--- config.mk ---
export PLATFORM = sky130hd
export DESIGN_NAME = mc_ctrl
export DESIGN_NICKNAME = d
export VERILOG_FILES = /design/src/rtl/mc_ctrl_pkg.sv /design/src/rtl/mc_ctrl_dec.sv /design/src/rtl/mc_ctrl.sv
export SDC_FILE = /design/constraint.sdc
export NUM_CORES = 1
export LEC_CHECK = 0
export ABC_AREA = 1
export CAP_MARGIN = 10
export CORE_MARGIN = 2
export CORE_UTILIZATION = 50
export DETAILED_ROUTE_END_ITERATION = 6
export GPL_TIMING_DRIVEN = 1
export PLACE_DENSITY = 0.83
export SYNTH_ARGS = -nofsm -noshare
export SYNTH_HDL_FRONTEND = slang
export SYNTH_SLANG_ARGS = --single-unit
--- constraint.sdc ---
create_clock -name clk -period 2.85 [get_ports clk]
set_clock_uncertainty 0.15 [all_clocks]
set_input_delay 0.57 -clock clk [delete_from_list [all_inputs] [get_ports clk]]
set_output_delay 0.57 -clock clk [all_outputs]
set_load 0.03 [all_outputs]
--- src/rtl/mc_ctrl_pkg.sv ---
// mc_ctrl_pkg: shared definitions for the multi-cycle MIPS controller.
// Holds the FSM state encoding, the ALUOp / NPCOp / GPRSel / WDSel codes,
// the opcode and funct constants, and the decoded-instruction record that
// the decoder hands to the FSM. The datapath and ALU import the same codes.
package mc_ctrl_pkg;

    typedef enum logic [2:0] {
        S_IF  = 3'd0,
        S_ID  = 3'd1,
        S_EX  = 3'd2,
        S_MEM = 3'd3,
        S_WB  = 3'd4
    } state_e;

    // ALU operation codes (low 4 bits of ALUOp)
    localparam logic [3:0] ALU_NOP  = 4'h0;
    localparam logic [3:0] ALU_ADD  = 4'h1;
    localparam logic [3:0] ALU_SUB  = 4'h2;
    localparam logic [3:0] ALU_AND  = 4'h3;
    localparam logic [3:0] ALU_OR   = 4'h4;
    localparam logic [3:0] ALU_SLT  = 4'h5;
    localparam logic [3:0] ALU_SLTU = 4'h6;
    localparam logic [3:0] ALU_SLL  = 4'h7;
    localparam logic [3:0] ALU_SRL  = 4'h8;
    localparam logic [3:0] ALU_LUI  = 4'h9;
    localparam logic [3:0] ALU_NOR  = 4'hA;

    localparam logic [1:0] NPC_PLUS4  = 2'b00;
    localparam logic [1:0] NPC_BRANCH = 2'b01;
    localparam logic [1:0] NPC_JUMP   = 2'b10;
    localparam logic [1:0] NPC_JR     = 2'b11;

    localparam logic [1:0] GPR_RD = 2'b00;
    localparam logic [1:0] GPR_RT = 2'b01;
    localparam logic [1:0] GPR_RA = 2'b10;

    localparam logic [1:0] WD_ALU = 2'b00;
    localparam logic [1:0] WD_MEM = 2'b01;
    localparam logic [1:0] WD_PC  = 2'b10;

    // Opcodes
    localparam logic [5:0] OP_RTYPE = 6'h00;
    localparam logic [5:0] OP_J     = 6'h02;
    localparam logic [5:0] OP_JAL   = 6'h03;
    localparam logic [5:0] OP_BEQ   = 6'h04;
    localparam logic [5:0] OP_BNE   = 6'h05;
    localparam logic [5:0] OP_ADDI  = 6'h08;
    localparam logic [5:0] OP_SLTI  = 6'h0A;
    localparam logic [5:0] OP_ANDI  = 6'h0C;
    localparam logic [5:0] OP_ORI   = 6'h0D;
    localparam logic [5:0] OP_LUI   = 6'h0F;
    localparam logic [5:0] OP_LW    = 6'h23;
    localparam logic [5:0] OP_SW    = 6'h2B;

    // R-type funct codes
    localparam logic [5:0] FN_SLL  = 6'h00;
    localparam logic [5:0] FN_SRL  = 6'h02;
    localparam logic [5:0] FN_SLLV = 6'h04;
    localparam logic [5:0] FN_SRLV = 6'h06;
    localparam logic [5:0] FN_JR   = 6'h08;
    localparam logic [5:0] FN_JALR = 6'h09;
    localparam logic [5:0] FN_ADD  = 6'h20;
    localparam logic [5:0] FN_ADDU = 6'h21;
    localparam logic [5:0] FN_SUB  = 6'h22;
    localparam logic [5:0] FN_SUBU = 6'h23;
    localparam logic [5:0] FN_AND  = 6'h24;
    localparam logic [5:0] FN_OR   = 6'h25;
    localparam logic [5:0] FN_NOR  = 6'h27;
    localparam logic [5:0] FN_SLT  = 6'h2A;
    localparam logic [5:0] FN_SLTU = 6'h2B;

    // Instruction class: decides the path through the FSM
    typedef enum logic [2:0] {
        C_ILLEGAL = 3'd0,
        C_RALU    = 3'd1,
        C_IALU    = 3'd2,
        C_LOAD    = 3'd3,
        C_STORE   = 3'd4,
        C_BRANCH  = 3'd5,
        C_JUMP    = 3'd6,
        C_JREG    = 3'd7
    } iclass_e;

    typedef struct packed {
        iclass_e    cls;
        logic       link;     // jal/jalr: also write PC+4 to $31
        logic       bne;      // branch on not-equal
        logic [3:0] aluop;
        logic       alusrc;
        logic       aregsel;
        logic       extop;
    } dec_t;

    function automatic dec_t mk_dec(iclass_e cls, logic [3:0] aluop,
                                    logic alusrc, logic aregsel, logic extop);
        dec_t d;
        d.cls     = cls;
        d.link    = 1'b0;
        d.bne     = 1'b0;
        d.aluop   = aluop;
        d.alusrc  = alusrc;
        d.aregsel = aregsel;
        d.extop   = extop;
        return d;
    endfunction

endpackage

--- src/rtl/mc_ctrl_dec.sv ---
// mc_ctrl_dec: purely combinational instruction decoder.
// Maps Op/Funct to an instruction class plus the ALU control fields used
// while the FSM is in EX/MEM/WB.
//   i_op    [5:0]  opcode from IR
//   i_funct [5:0]  funct from IR (ignored unless i_op is R-type)
//   o_dec          decoded record (class, link, bne, ALU fields)
module mc_ctrl_dec
    import mc_ctrl_pkg::*;
(
    input  logic [5:0] i_op,
    input  logic [5:0] i_funct,
    output dec_t       o_dec
);

    always_comb begin
        o_dec = mk_dec(C_ILLEGAL, ALU_NOP, 1'b0, 1'b0, 1'b0);
        case (i_op)
            OP_RTYPE: begin
                case (i_funct)
                    FN_ADD, FN_ADDU: o_dec = mk_dec(C_RALU, ALU_ADD,  1'b0, 1'b0, 1'b0);
                    FN_SUB, FN_SUBU: o_dec = mk_dec(C_RALU, ALU_SUB,  1'b0, 1'b0, 1'b0);
                    FN_AND:          o_dec = mk_dec(C_RALU, ALU_AND,  1'b0, 1'b0, 1'b0);
                    FN_OR:           o_dec = mk_dec(C_RALU, ALU_OR,   1'b0, 1'b0, 1'b0);
                    FN_NOR:          o_dec = mk_dec(C_RALU, ALU_NOR,  1'b0, 1'b0, 1'b0);
                    FN_SLT:          o_dec = mk_dec(C_RALU, ALU_SLT,  1'b0, 1'b0, 1'b0);
                    FN_SLTU:         o_dec = mk_dec(C_RALU, ALU_SLTU, 1'b0, 1'b0, 1'b0);
                    // Constant shifts take the amount from shamt; variable ones from rs
                    FN_SLL:          o_dec = mk_dec(C_RALU, ALU_SLL,  1'b0, 1'b1, 1'b0);
                    FN_SRL:          o_dec = mk_dec(C_RALU, ALU_SRL,  1'b0, 1'b1, 1'b0);
                    FN_SLLV:         o_dec = mk_dec(C_RALU, ALU_SLL,  1'b0, 1'b0, 1'b0);
                    FN_SRLV:         o_dec = mk_dec(C_RALU, ALU_SRL,  1'b0, 1'b0, 1'b0);
                    FN_JR:           o_dec = mk_dec(C_JREG, ALU_NOP,  1'b0, 1'b0, 1'b0);
                    FN_JALR: begin
                        o_dec      = mk_dec(C_JREG, ALU_NOP, 1'b0, 1'b0, 1'b0);
                        o_dec.link = 1'b1;
                    end
                    default: ;
                endcase
            end
            OP_ADDI: o_dec = mk_dec(C_IALU,   ALU_ADD,  1'b1, 1'b0, 1'b1);
            OP_SLTI: o_dec = mk_dec(C_IALU,   ALU_SLT,  1'b1, 1'b0, 1'b1);
            // Logical immediates and lui are zero-extended
            OP_ANDI: o_dec = mk_dec(C_IALU,   ALU_AND,  1'b1, 1'b0, 1'b0);
            OP_ORI:  o_dec = mk_dec(C_IALU,   ALU_OR,   1'b1, 1'b0, 1'b0);
            OP_LUI:  o_dec = mk_dec(C_IALU,   ALU_LUI,  1'b1, 1'b0, 1'b0);
            OP_LW:   o_dec = mk_dec(C_LOAD,   ALU_ADD,  1'b1, 1'b0, 1'b1);
            OP_SW:   o_dec = mk_dec(C_STORE,  ALU_ADD,  1'b1, 1'b0, 1'b1);
            OP_BEQ:  o_dec = mk_dec(C_BRANCH, ALU_SUB,  1'b0, 1'b0, 1'b1);
            OP_BNE: begin
                o_dec     = mk_dec(C_BRANCH, ALU_SUB, 1'b0, 1'b0, 1'b1);
                o_dec.bne = 1'b1;
            end
            OP_J:    o_dec = mk_dec(C_JUMP,   ALU_NOP,  1'b0, 1'b0, 1'b0);
            OP_JAL: begin
                o_dec      = mk_dec(C_JUMP, ALU_NOP, 1'b0, 1'b0, 1'b0);
                o_dec.link = 1'b1;
            end
            default: ;
        endcase
    end

endmodule

--- src/rtl/mc_ctrl.sv ---
// mc_ctrl: multi-cycle MIPS control unit.
// Steps each instruction through IF/ID/EX/MEM/WB, drives the datapath
// enables per state, stalls on memory via mem_ready, and counts retired
// instructions.
//   clk, rstn                 clock (rising edge), synchronous active-low reset
//   Op, Funct                 instruction fields from IR
//   Zero                      ALU zero flag (used in EX for branches)
//   mem_ready                 memory completes current request this cycle
//   PCWrite/IRWrite/RegWrite  load/write enables
//   MemRead/MemWrite/IorD     memory request and address source
//   EXTOp/ALUOp/ALUSrc/AREGSel ALU control (valid in EX, held in MEM/WB)
//   NPCOp/GPRSel/WDSel        next-PC, write-register and write-data selects
//   illegal                   one-cycle pulse on undecodable instruction
//   state_o                   current FSM state (debug)
//   instret                   retired-instruction count
module mc_ctrl #(
    parameter int ALUOP_W     = 4,
    parameter int MEM_WAIT_EN = 1,
    parameter int CNT_W       = 32
) (
    input  logic               clk,
    input  logic               rstn,
    input  logic [5:0]         Op,
    input  logic [5:0]         Funct,
    input  logic               Zero,
    input  logic               mem_ready,
    output logic               PCWrite,
    output logic               IRWrite,
    output logic               RegWrite,
    output logic               MemRead,
    output logic               MemWrite,
    output logic               IorD,
    output logic               EXTOp,
    output logic [ALUOP_W-1:0] ALUOp,
    output logic [1:0]         NPCOp,
    output logic               ALUSrc,
    output logic               AREGSel,
    output logic [1:0]         GPRSel,
    output logic [1:0]         WDSel,
    output logic               illegal,
    output logic [2:0]         state_o,
    output logic [CNT_W-1:0]   instret
);
    import mc_ctrl_pkg::*;

    logic [2:0]       r_state;
    logic [CNT_W-1:0] r_instret;
    state_e           w_state_next;
    dec_t             w_dec;
    logic             w_ready;
    logic             w_retire;
    logic [3:0]       w_aluop;

    mc_ctrl_dec u_dec (
        .i_op    (Op),
        .i_funct (Funct),
        .o_dec   (w_dec)
    );

    assign w_ready = (MEM_WAIT_EN != 0) ? mem_ready : 1'b1;

    // Retire on any return to IF from a working state; IF->IF stalls and
    // recovery from the unused codes 5..7 do not count.
    assign w_retire = ((r_state == S_ID) || (r_state == S_EX) ||
                       (r_state == S_MEM) || (r_state == S_WB)) &&
                      (w_state_next == S_IF);

    always_ff @(posedge clk) begin
        if (!rstn) begin
            r_state   <= S_IF;
            r_instret <= '0;
        end else begin
            r_state <= w_state_next;
            if (w_retire) begin
                r_instret <= r_instret + CNT_W'(1);
            end
        end
    end

    always_comb begin
        w_state_next = S_IF;
        PCWrite      = 1'b0;
        IRWrite      = 1'b0;
        RegWrite     = 1'b0;
        MemRead      = 1'b0;
        MemWrite     = 1'b0;
        IorD         = 1'b0;
        EXTOp        = 1'b0;
        w_aluop      = ALU_NOP;
        NPCOp        = NPC_PLUS4;
        ALUSrc       = 1'b0;
        AREGSel      = 1'b0;
        GPRSel       = GPR_RD;
        WDSel        = WD_ALU;
        illegal      = 1'b0;

        // ALU controls stay up through MEM and WB so the ALU result
        // register is not disturbed by a changing operation.
        if ((r_state == S_EX) || (r_state == S_MEM) || (r_state == S_WB)) begin
            w_aluop = w_dec.aluop;
            ALUSrc  = w_dec.alusrc;
            AREGSel = w_dec.aregsel;
            EXTOp   = w_dec.extop;
        end

        case (r_state)
            S_IF: begin
                MemRead = 1'b1;
                if (w_ready) begin
                    IRWrite      = 1'b1;
                    PCWrite      = 1'b1;
                    w_state_next = S_ID;
                end else begin
                    w_state_next = S_IF;
                end
            end
            S_ID: begin
                case (w_dec.cls)
                    C_JUMP, C_JREG: begin
                        PCWrite = 1'b1;
                        NPCOp   = (w_dec.cls == C_JUMP) ? NPC_JUMP : NPC_JR;
                        // PC already holds PC+4 from IF, so it is the link value
                        if (w_dec.link) begin
                            RegWrite = 1'b1;
                            GPRSel   = GPR_RA;
                            WDSel    = WD_PC;
                        end
                    end
                    C_ILLEGAL: illegal = 1'b1;
                    default:   w_state_next = S_EX;
                endcase
            end
            S_EX: begin
                if (w_dec.cls == C_BRANCH) begin
                    PCWrite = w_dec.bne ? ~Zero : Zero;
                    NPCOp   = NPC_BRANCH;
                end else if ((w_dec.cls == C_LOAD) || (w_dec.cls == C_STORE)) begin
                    w_state_next = S_MEM;
                end else begin
                    w_state_next = S_WB;
                end
            end
            S_MEM: begin
                IorD     = 1'b1;
                MemRead  = (w_dec.cls == C_LOAD);
                MemWrite = (w_dec.cls == C_STORE);
                if (!w_ready) begin
                    w_state_next = S_MEM;
                end else if (w_dec.cls == C_LOAD) begin
                    w_state_next = S_WB;
                end
            end
            S_WB: begin
                RegWrite = 1'b1;
                GPRSel   = (w_dec.cls == C_RALU) ? GPR_RD : GPR_RT;
                WDSel    = (w_dec.cls == C_LOAD) ? WD_MEM : WD_ALU;
            end
            default: ;
        endcase

        if (!rstn) begin
            PCWrite  = 1'b0;
            IRWrite  = 1'b0;
            RegWrite = 1'b0;
            MemRead  = 1'b0;
            MemWrite = 1'b0;
            IorD     = 1'b0;
            EXTOp    = 1'b0;
            w_aluop  = ALU_NOP;
            NPCOp    = NPC_PLUS4;
            ALUSrc   = 1'b0;
            AREGSel  = 1'b0;
            GPRSel   = GPR_RD;
            WDSel    = WD_ALU;
            illegal  = 1'b0;
        end
    end

    // Zero-extend the 4-bit code to the configured ALUOp width
    genvar gi;
    generate
        for (gi = 0; gi < ALUOP_W; gi++) begin : g_aluop
            if (gi < 4) begin : g_code
                assign ALUOp[gi] = w_aluop[gi];
            end else begin : g_pad
                assign ALUOp[gi] = 1'b0;
            end
        end
    endgenerate

    assign state_o = rstn ? r_state   : 3'd0;
    assign instret = rstn ? r_instret : '0;

endmodule

## Yosys cells after proc, flatten, opt, wreduce, memory -nomap -nowiden

Cells that the tools add are included.
W data, S select, Z words.

- Register bits after elaboration: 35
- Bits of input ports: 16
- Output and inout port bits: 55

- Add/sub/neg operators: 1
- Equal/unequal tests: 35
- Muxes and demuxes: 53
- Bitwise operators: 1
- Reductions and logical operators: 16

Operator list:

| operator | count |
|---|---|
| $pmux W12 S13 | 1 |
| $pmux W12 S12 | 1 |
| $eq A6 B6 Y1 const B | 11 |
| $eq A6 B4 Y1 const B | 7 |
| $add A32 B1 Y32 const B | 1 |
| $mux W32 | 1 |
| $mux W1 | 29 |
| $eq A6 B3 Y1 const B | 4 |
| $eq A6 B2 Y1 const B | 3 |
| $eq A3 B3 Y1 const B | 5 |
| $mux W3 | 5 |
| $mux W2 | 7 |
| $logic_not A6 Y1 | 2 |
| $pmux W2 S2 | 3 |
| $pmux W3 S4 | 1 |
| $eq A3 B2 Y1 const B | 3 |
| $logic_not A3 Y1 | 3 |
| $mux W4 | 2 |
| $eq A3 B1 Y1 const B | 2 |
| $logic_or A1 B1 Y1 | 6 |
| $reduce_or A2 Y1 | 3 |
| $pmux W1 S2 | 2 |
| $pmux W1 S3 | 1 |
| $reduce_or A3 Y1 | 1 |
| 2 further kinds | 2 |

## Depth between registers and ports, before layout

Gate-level depths: netlist of the first run.

- Depth in word-level cells: 11
- Depth in mapped cells: 14
- Depth with buffers taken out: 13

## By module

From an unflattened synthesis of the first run, not the netlist that was laid out.

- Cells, all modules: 596
- Area, all modules: 3179.3 sq um

Modules (own cells, without submodules):

| module | times used | cells an instance | area each (sq um) | seq. area each (sq um) |
|---|---|---|---|---|
| mc_ctrl | 1 | 491 | 2670.1 | 700.7 |
| mc_ctrl_dec | 1 | 105 | 509.2 | 0.0 |

## Worst setup path after synthesis of the first run

No wires, ideal clock.

- Path kind: input to output
- Start: in Funct[5]
- End: out NPCOp[0]
- Arrival: 2.077 ns
- Path slack: 0.053 ns
- Stages on the path: 9
- Path buffers: 0
- Cell sequence: nor2_2 nand3_1 nor2_2 inv_1 nand2_1 inv_1 nor2_1 nand2_1 o21ai_0

- Word-level cells in the longest chain between the ends: 9

Ends and longest elaborated chain:

| what | line | text |
|---|---|---|
| from (decl) | mc_ctrl.sv:24 | `input logic [5:0] Funct,` |
| $eq A6 B6 Y1 | mc_ctrl_dec.sv:19 | `case (i_funct)` |
| $reduce_or A2 Y1 | mc_ctrl_dec.sv:19 |  |
| $pmux W12 S13 (*) | mc_ctrl_dec.sv:19 |  |
| $pmux W12 S12 (*) | mc_ctrl_dec.sv:17 | `case (i_op)` |
| $eq A3 B3 Y1 (on tied branches) | mc_ctrl.sv:118, mc_ctrl.sv:121 |  |
| $mux W1 / $reduce_or A2 Y1 (equally long branches) | mc_ctrl.sv:121, mc_ctrl.sv:118 |  |
| $mux W2 | mc_ctrl.sv:118 | `case (w_dec.cls)` |
| $pmux W2 S2 (*) | mc_ctrl.sv:106 | `case (r_state)` |
| $mux W2 (*) | mc_ctrl.sv:161 | `if (!rstn) begin` |
| to (decl) | mc_ctrl.sv:35 | `output logic [1:0] NPCOp,` |

Every way passes the cells marked *; elsewhere a longest branch is shown, timed or not.

## Worst setup path after layout of the first run

- Start: in Op[3]
- End: out illegal

- Word-level cells in the longest chain between the ends: 6

Ends and longest elaborated chain:

| what | line | text |
|---|---|---|
| from (decl) | mc_ctrl.sv:23 | `input logic [5:0] Op,` |
| $eq A6 B2 Y1 (tied with other cells) | mc_ctrl_dec.sv:17 |  |
| $pmux W12 S12 (*) | mc_ctrl_dec.sv:17 |  |
| $logic_not A3 Y1 (*) | mc_ctrl.sv:118 |  |
| $mux W1 (*) | mc_ctrl.sv:118 |  |
| $mux W1 (*) | mc_ctrl.sv:106 |  |
| $mux W1 (*) | mc_ctrl.sv:161 |  |
| to (decl) | mc_ctrl.sv:40 | `output logic illegal,` |

Marked as above.

==> summary.md, run 1 <==
| Metric | Value |
|---|---|
| Status | complete, no violations |
| Final hold viol count | 0 |
| Fin nets | between 600 and 700 |
| Setup TNS | 0 ps |
| Netlist Area Pre-Place | roughly 0.003 mm2 |
| Routed WL per cell | 13.0 um |
| DIE WIDTH | around 80 um |
| Number of antenna violations at the first check in global routing | 0 |
| Post-synthesis adder-cell area fraction | less than 1% |
| Largest net degree at the start of global routing | 39 |
| Vias in the first global route | 3484 |
| Switching Fraction | between 30% and 40% |
| Power, Total | 0.00111 W |
| Synth Area in Simple Gates | between 40 and 50% |
| # hold bufs at CTS | 0 |
| Worst-path fanout max | 4 |
| P_sw | 0.000338 W |
| Peak supply drop | between 200 and 250 uV |
| Sequential fraction of the synthesis area | 23.0% |
| Total CTS buffers | 5 |
| Post-synth top area share | a little under a quarter |
| P per Cell Area | approximately 280 mW/mm2 |
| Final worst-path cycle share | a little over nine tenths |
| Final Setup Violations | 0 |
| Sequential share of power | 46.2% |
| Normalized max-slew margin | a little under three quarters |
| Vias | roughly 3700 |
| Maximum clock insertion buffer count | 2 |
| Setup bufs post-CTS | 0 |
| Htree depth | 2 |
| First DRT Iteration DRCs | ~270 |
| Grt ovf | 0 |
| Synth area leader | dfxtp_1 |
| Proportion of synthesized area in mux cells | 0% |
| Via density | ~5.4 |
| Cells after Synth | roughly 530 |
| XOR/XNOR Fraction of Synth Area | about 7.8% |
| Critical Path AT | ~2100 ps |
| DR pass1 iterations | 6 |
| Routability congestion estimate | just over 1 |
| Worst-path cell chain | dlygate4sd2_1 > inv_1 > nand2_1 > nor2_1 > buf_4 > nand2_1 > nand2_1 > nor3_2 > nand4_1 > nor2_1 > buf_4 |
| Minimum hold slack | 358 ps |
| Internal power | slightly below 0.0008 W |
| Worst Max-Slew Pin Slew | 419 ps |
| Worst setup SP type | input pin |
| Final Max Slew Viols | 0 |
| Die Height | around 80 um |
| Most common cell after layout, fill and taps aside | nand2_1 |
| Clock power share | approximately a third |
| Clock latency on the worst-skew pair | roughly 280 ps |
| CTS tree | built |
| Layout cells sized above 1 | about a fifth |
| Worst path buffer plus inverter count | 4 |
| Root Buffer Master | clkbuf_8 |
| Clock-pin transition on the worst setup and hold timing paths | approximately 70 ps |
| Avg Inst Size Synth | roughly 5.8 um2 |
| GRT Util Overall | about 27% |
| Synth top area cells | dfxtp_1 23%, nand2_1 16%, inv_1 10% |
| Number of max-cap violations | 0 |
| Largest family of logic cells by synthesized area | simple AND/OR/NAND/NOR gates |
| RSZ-0062 raised after global routing | true |
| Slowest stage delay, CP | approximately 260 ps |
| Synth unique cells | 35 |
| Synthesized flop and latch total | 35 |
| Core area | about 0.0059 mm2 |
| Syn nets | 543 |
| Crit end category | output pin |
| Setup CP Type | in -> out |
| Initial Util | between 50 and 60% |
| Remaining DRCs | 0 |
| WP data required | around 2100 ps |
| Static leakage | ~2.1 nW |
| Tmin final | around 2800 ps |
| Area grow syn2layout | 30.3% |
| Row cnt | 28 |
| Min-Delay Path Class | reg -> reg |
| Commonest non-fill, non-tap cells in the layout | 130 x nand2_1, 84 x inv_1, 83 x buf_4 |
| Die area | around 0.0067 mm2 |
| Routed Antenna Nets | 0 |
| Final HPWL DP | approximately 6.7 mm |
| ANT cells | 0 |
| Slowest CP cell | dlygate4sd2_1 |
| Number of I/O pins | 71 |
| Critical path's top delay family | simple AND/OR/NAND/NOR gates |
| Wirelength, routed | about 8.9 mm |
| Top cell by count, worst path | nand2_1 |
| First-pass GRT wire length | 14.8 mm |
| Synth Area in Compound Gates | approximately a tenth |
| Gate power share | 20.6% |
| Port Buffer Count | 70 |
| Yosys warns | 0 |
| Fill count | 552 |
| Max Freq | between 300 and 400 MHz |
| Clk sink count | 35 |
==> state kept, by name, indices dropped and copies added, names as in the netlist <==
signal	count
r_instret	32
r_state	3
==> final timing paths <==
path,startpoint,endpoint,slack [ps],cells after the start
setup / recovery,Op[3],illegal,70,11
hold reg to reg,r_instret[31],r_instret[31],360,2
hold / removal,r_instret[31],r_instret[31],360,2
setup reg to reg,r_instret[0],r_instret[26],610,11
==> power by group through the flow <==
stage	Clock [W]	Sequential, W	Combinational [W]
2_1_floorplan	0	0.000518	0.000142
3_3_place_gp	0	0.000522	0.000217
3_5_place_dp	0	0.000523	0.000223
4_1_cts	0.000369	0.000512	0.000222
5_1_grt	0.000391	0.000514	0.000248
6_report	0.000368	0.000512	0.000229
==> through the flow <==
step | instance area (um2) | std cells | worst slack, ps | utilization (%)
floorplan | 3050 | 526 | 53.1 | -
global placement | 3820 | 681 | -89.4 | 64.6
detailed placement | 3820 | 681 | -154 | 64.6
CTS | 3940 | 688 | 13.9 | 66.5
global route | 3970 | 688 | -17.0 | 67.1
finish | 3970 | 688 | 68.8 | 67.1
==> synthesized netlist by cell type (all sizes together) <==
cell and count:
nor3 15, inv 88, clkbuf 7, nor4 4, a211oi 1, o221ai 1, nand3b 1, a21oi 31
o211ai 1, xor2 17, buf 13, nand2 133, xnor2 10, nand3 60, nand4 17, ha 1
dfxtp 35, o221a 1, a22oi 1, a31oi 2, nor2 67, o21ai 19, o21a 1
==> worst reg2reg max path, stage by stage (launching register included) <==
cell and delay (ps):
dfxtp_1 400, ha_1 230, nand2_1 90, nor2_1 160, nand2_1 100, nor3_2 160
nand2_1 120, nor2_1 260, nand3_1 130, xor2_1 150, nand3_1 100, o21ai_1 120
==> metal layers <==
layer  vias up  global-route usage, %  part of all wire (%)
li1       1850                      -                     -
met2       157                   46.7                    48
met3        27                   4.84                   6.7
met5         -                      0                     0
met4         0                   11.2                   2.7
met1      1706                   34.0                    42
==> repair_timing <==
item,in CTS,in global routing
setup endpoints to repair,13,11
gates resized for setup,20,12
endpoints found under the hold margin,0,0
pin swaps,3,1
==> area by class of cell <==
cell class / instances / area (um2) / share of cell area (%)
clock buffers: 6 / 82.6 / 2.08
clock inverters: 1 / 5.00 / 0.126
inverters: 88 / 330 / 8.31
multi-input cells: 383 / 1960 / 49.4
flip-flops and latches: 35 / 701 / 17.6
well taps: 75 / 93.8 / 2.36
repair buffers: 100 / 797 / 20.1
==> kinds of logic (layout without fill, tap and decap cells) <==
group,Yosys count,in the layout
AND/OR/NAND/NOR,297,297
adder cells (fa/ha/maj),1,1
flip-flops,35,35
AO/OA/AOI/OAI,58,58
buffers and inverters,108,195
XOR/XNOR,27,27
No activity file was read; power rests on OpenSTA's default activity.
==> run 2: changes to the inputs <==
==> constraint.sdc (replaced) <==
create_clock -name clk -period 2.6 [get_ports clk]
set_clock_uncertainty 0.15 [all_clocks]
set_input_delay 0.52 -clock clk [delete_from_list [all_inputs] [get_ports clk]]
set_output_delay 0.52 -clock clk [all_outputs]
set_load 0.03 [all_outputs]
==> summary.md, run 2 (synthesis results as in run 1) <==
| Metric | Value |
|---|---|
| Area grow syn2layout | 37.8% (was 30.3%) |
| Worst setup SP type | input pin (unchanged) |
| Minimum hold slack | 351 ps (was 358 ps) |
| Peak supply drop | 236 uV (was 215 uV) |
| P per Cell Area | 313 mW/mm2 (was 279 mW/mm2) |
| Root Buffer Master | clkbuf_8 (unchanged) |
| Grt ovf | 0 (unchanged) |
| RSZ-0062 raised after global routing | true (unchanged) |
| Wirelength, routed | 9.30 mm (was 8.92 mm) |
| Routed Antenna Nets | 0 (unchanged) |
| Routability congestion estimate | 0.953 (was 1.01) |
| WP data required | 1930 ps (was 2130 ps) |
| Die area | 0.00674 mm2 (unchanged) |
| Tmin final | about 2500 ps |
| Status | complete, no violations (unchanged) |
| Final worst-path cycle share | between 90 and 100% |
| Clk sink count | 35 (unchanged) |
| Htree depth | 2 (unchanged) |
| Normalized max-slew margin | 74.8% (was 71.8%) |
| Final hold viol count | 0 (unchanged) |
| Reg-to-Reg Start | r_instret[1] (was r_instret[0]) |
| ANT cells | 0 (unchanged) |
| Number of I/O pins | 71 (unchanged) |
| Initial Util | 51.5% (unchanged) |
| Critical Path AT | 1860 ps (was 2060 ps) |
| Maximum clock insertion buffer count | 2 (unchanged) |
| Total CTS buffers | 5 (unchanged) |
| Max Freq | 396 MHz |
| First DRT Iteration DRCs | 297 (was 271) |
| Clock-pin transition on the worst setup and hold timing paths | 70 ps (about the same) |
| Biggest regs | r_instret (32), r_state (3) (unchanged) |
| Core area | 0.00592 mm2 (unchanged) |
| Commonest non-fill, non-tap cells in the layout | 127 x nand2_1, 93 x buf_4, 82 x inv_1 (was 130 x nand2_1, 84 x inv_1, 83 x buf_4) |
| # hold bufs at CTS | 0 (unchanged) |
| Port Buffer Count | 70 (unchanged) |
| Vias | 3757 (was 3740) |
| First-pass GRT wire length | 14.9 mm (was 14.8 mm) |
| Remaining DRCs | 0 (unchanged) |
| Finished Core Util | 70.9% (was 67.1%) |
| CP Launch Point | rstn (was Op[3]) |
| Most common cell after layout, fill and taps aside | nand2_1 (unchanged) |
| Routed WL per cell | 13.1 um (was 13.0 um) |
| Setup CP Type | in -> out (unchanged) |
| Number of antenna violations at the first check in global routing | 0 (unchanged) |
| Min-Delay Path Class | reg -> reg (unchanged) |
| Fin nets | 649 (was 630) |
| Die Height | 82.1 um (unchanged) |
| GRT Util Overall | 27.8% (was 27.4%) |
| Final HPWL DP | 7.16 mm (was 6.71 mm) |
| Top reg by flops | r_instret (unchanged) |
| Largest net degree at the start of global routing | 23 (was 39) |
| Worst-path fanout max | 5 (was 4) |
| DIE WIDTH | 82.1 um (unchanged) |
| CTS tree | built (unchanged) |
| Largest register FFs | 32 (unchanged) |
| Final Setup Violations | 0 (unchanged) |
| DR pass1 iterations | 5 (was 6) |
| Row cnt | 28 (unchanged) |
| Fin cells | 707 (was 688) |
| Static leakage | 2.17 nW (was 2.06 nW) |
| Layout cells sized above 1 | 27.2% (was 20.1%) |
| DP Cell Count | 697 (was 681) |
| Number of max-cap violations | 0 (unchanged) |
| Worst Max-Slew Pin Slew | 375 ps (was 419 ps) |
| Hold path start | r_instret[31] (unchanged) |
| Crit end category | output pin (unchanged) |
| Vias in the first global route | 3292 (was 3484) |
| Final Max Slew Viols | 0 (unchanged) |
| Clock latency on the worst-skew pair | 290 ps (was 280 ps) |
| Via density | 5.31 (was 5.44) |
## run 2: changes by cell type in the layout (fill, tap and decap cells not counted), sizes merged
cell           change
dlygate4sd2        -6
buf               +19
clkinv             -1
clkbuf            +10
dlymetal6s2s       -1
bufinv             +1
clkdlybuf4s15      -3
## run 2: path summary, 6_finish.rpt
| path | end | slack (ps) | depth (start not counted) |
|---|---|---|---|
| setup / recovery | EXTOp | 70 | 7 |
| hold / removal | r_instret[31] | 350 | 2 |
| setup reg to reg | r_instret[26] | 330 | 11 |
| hold reg to reg | r_instret[31] | 350 | 2 |
## run 2: stage by stage
step | setup slack (ps) | cell area [um2] | setup TNS, ps | power (W)
after floorplan | -17.7 | 3050 | -22.0 | 0.000724
after global placement | -354 | 3980 | -6630 | 0.000838
after detailed placement | -297 | 3980 | -7470 | 0.000843
after CTS | 0.738 | 4160 | 0 | 0.00131
after global routing | 1.31 | 4200 | 0 | 0.00136
final | 74.7 | 4200 | 0 | 0.00132
## run 2: routing by layer
metal	up-vias	GRT usage, %	part of all wire [%]
met5	-	0	0
met2	123	48.9	50
met3	17	3.96	4.5
li1	1887	-	-
met1	1730	35.4	44
met4	0	7.50	1.7
## run 2: repair_timing
| action | 4_1_cts | 5_1_grt |
|---|---|---|
| gates cloned | 0 | 0 |
| setup buffers | 3 | 0 |
| setup endpoints to repair | 17 | 49 |
| pin swaps | 3 | 12 |
| resized for setup | 29 | 48 |
## run 2: cell type report
cell class                 count  area, um2
multi-input combinational    383       2020
fill                         556       1720
timing repair buffer         119        955
sequential                    35        701
inverter                      88        330
tap                           75       93.8
clock buffer                   6       72.6
clock inverter                 1       30.0
## run 2: report_power, final
| part | switching (W) | internal (W) | total [W] |
|---|---|---|---|
| sequential | 0.0000150 | 0.000547 | 0.000562 |
| combinational | 0.000168 | 0.000112 | 0.000279 |
| clock | 0.000194 | 0.000281 | 0.000475 |
## run 2: critical path, stage by stage
cell,delay [ps]
clkdlybuf4s50_1,490
inv_1,80
nor2_2,170
o21ai_1,100
buf_4,170
a31oi_2,180
buf_6,160
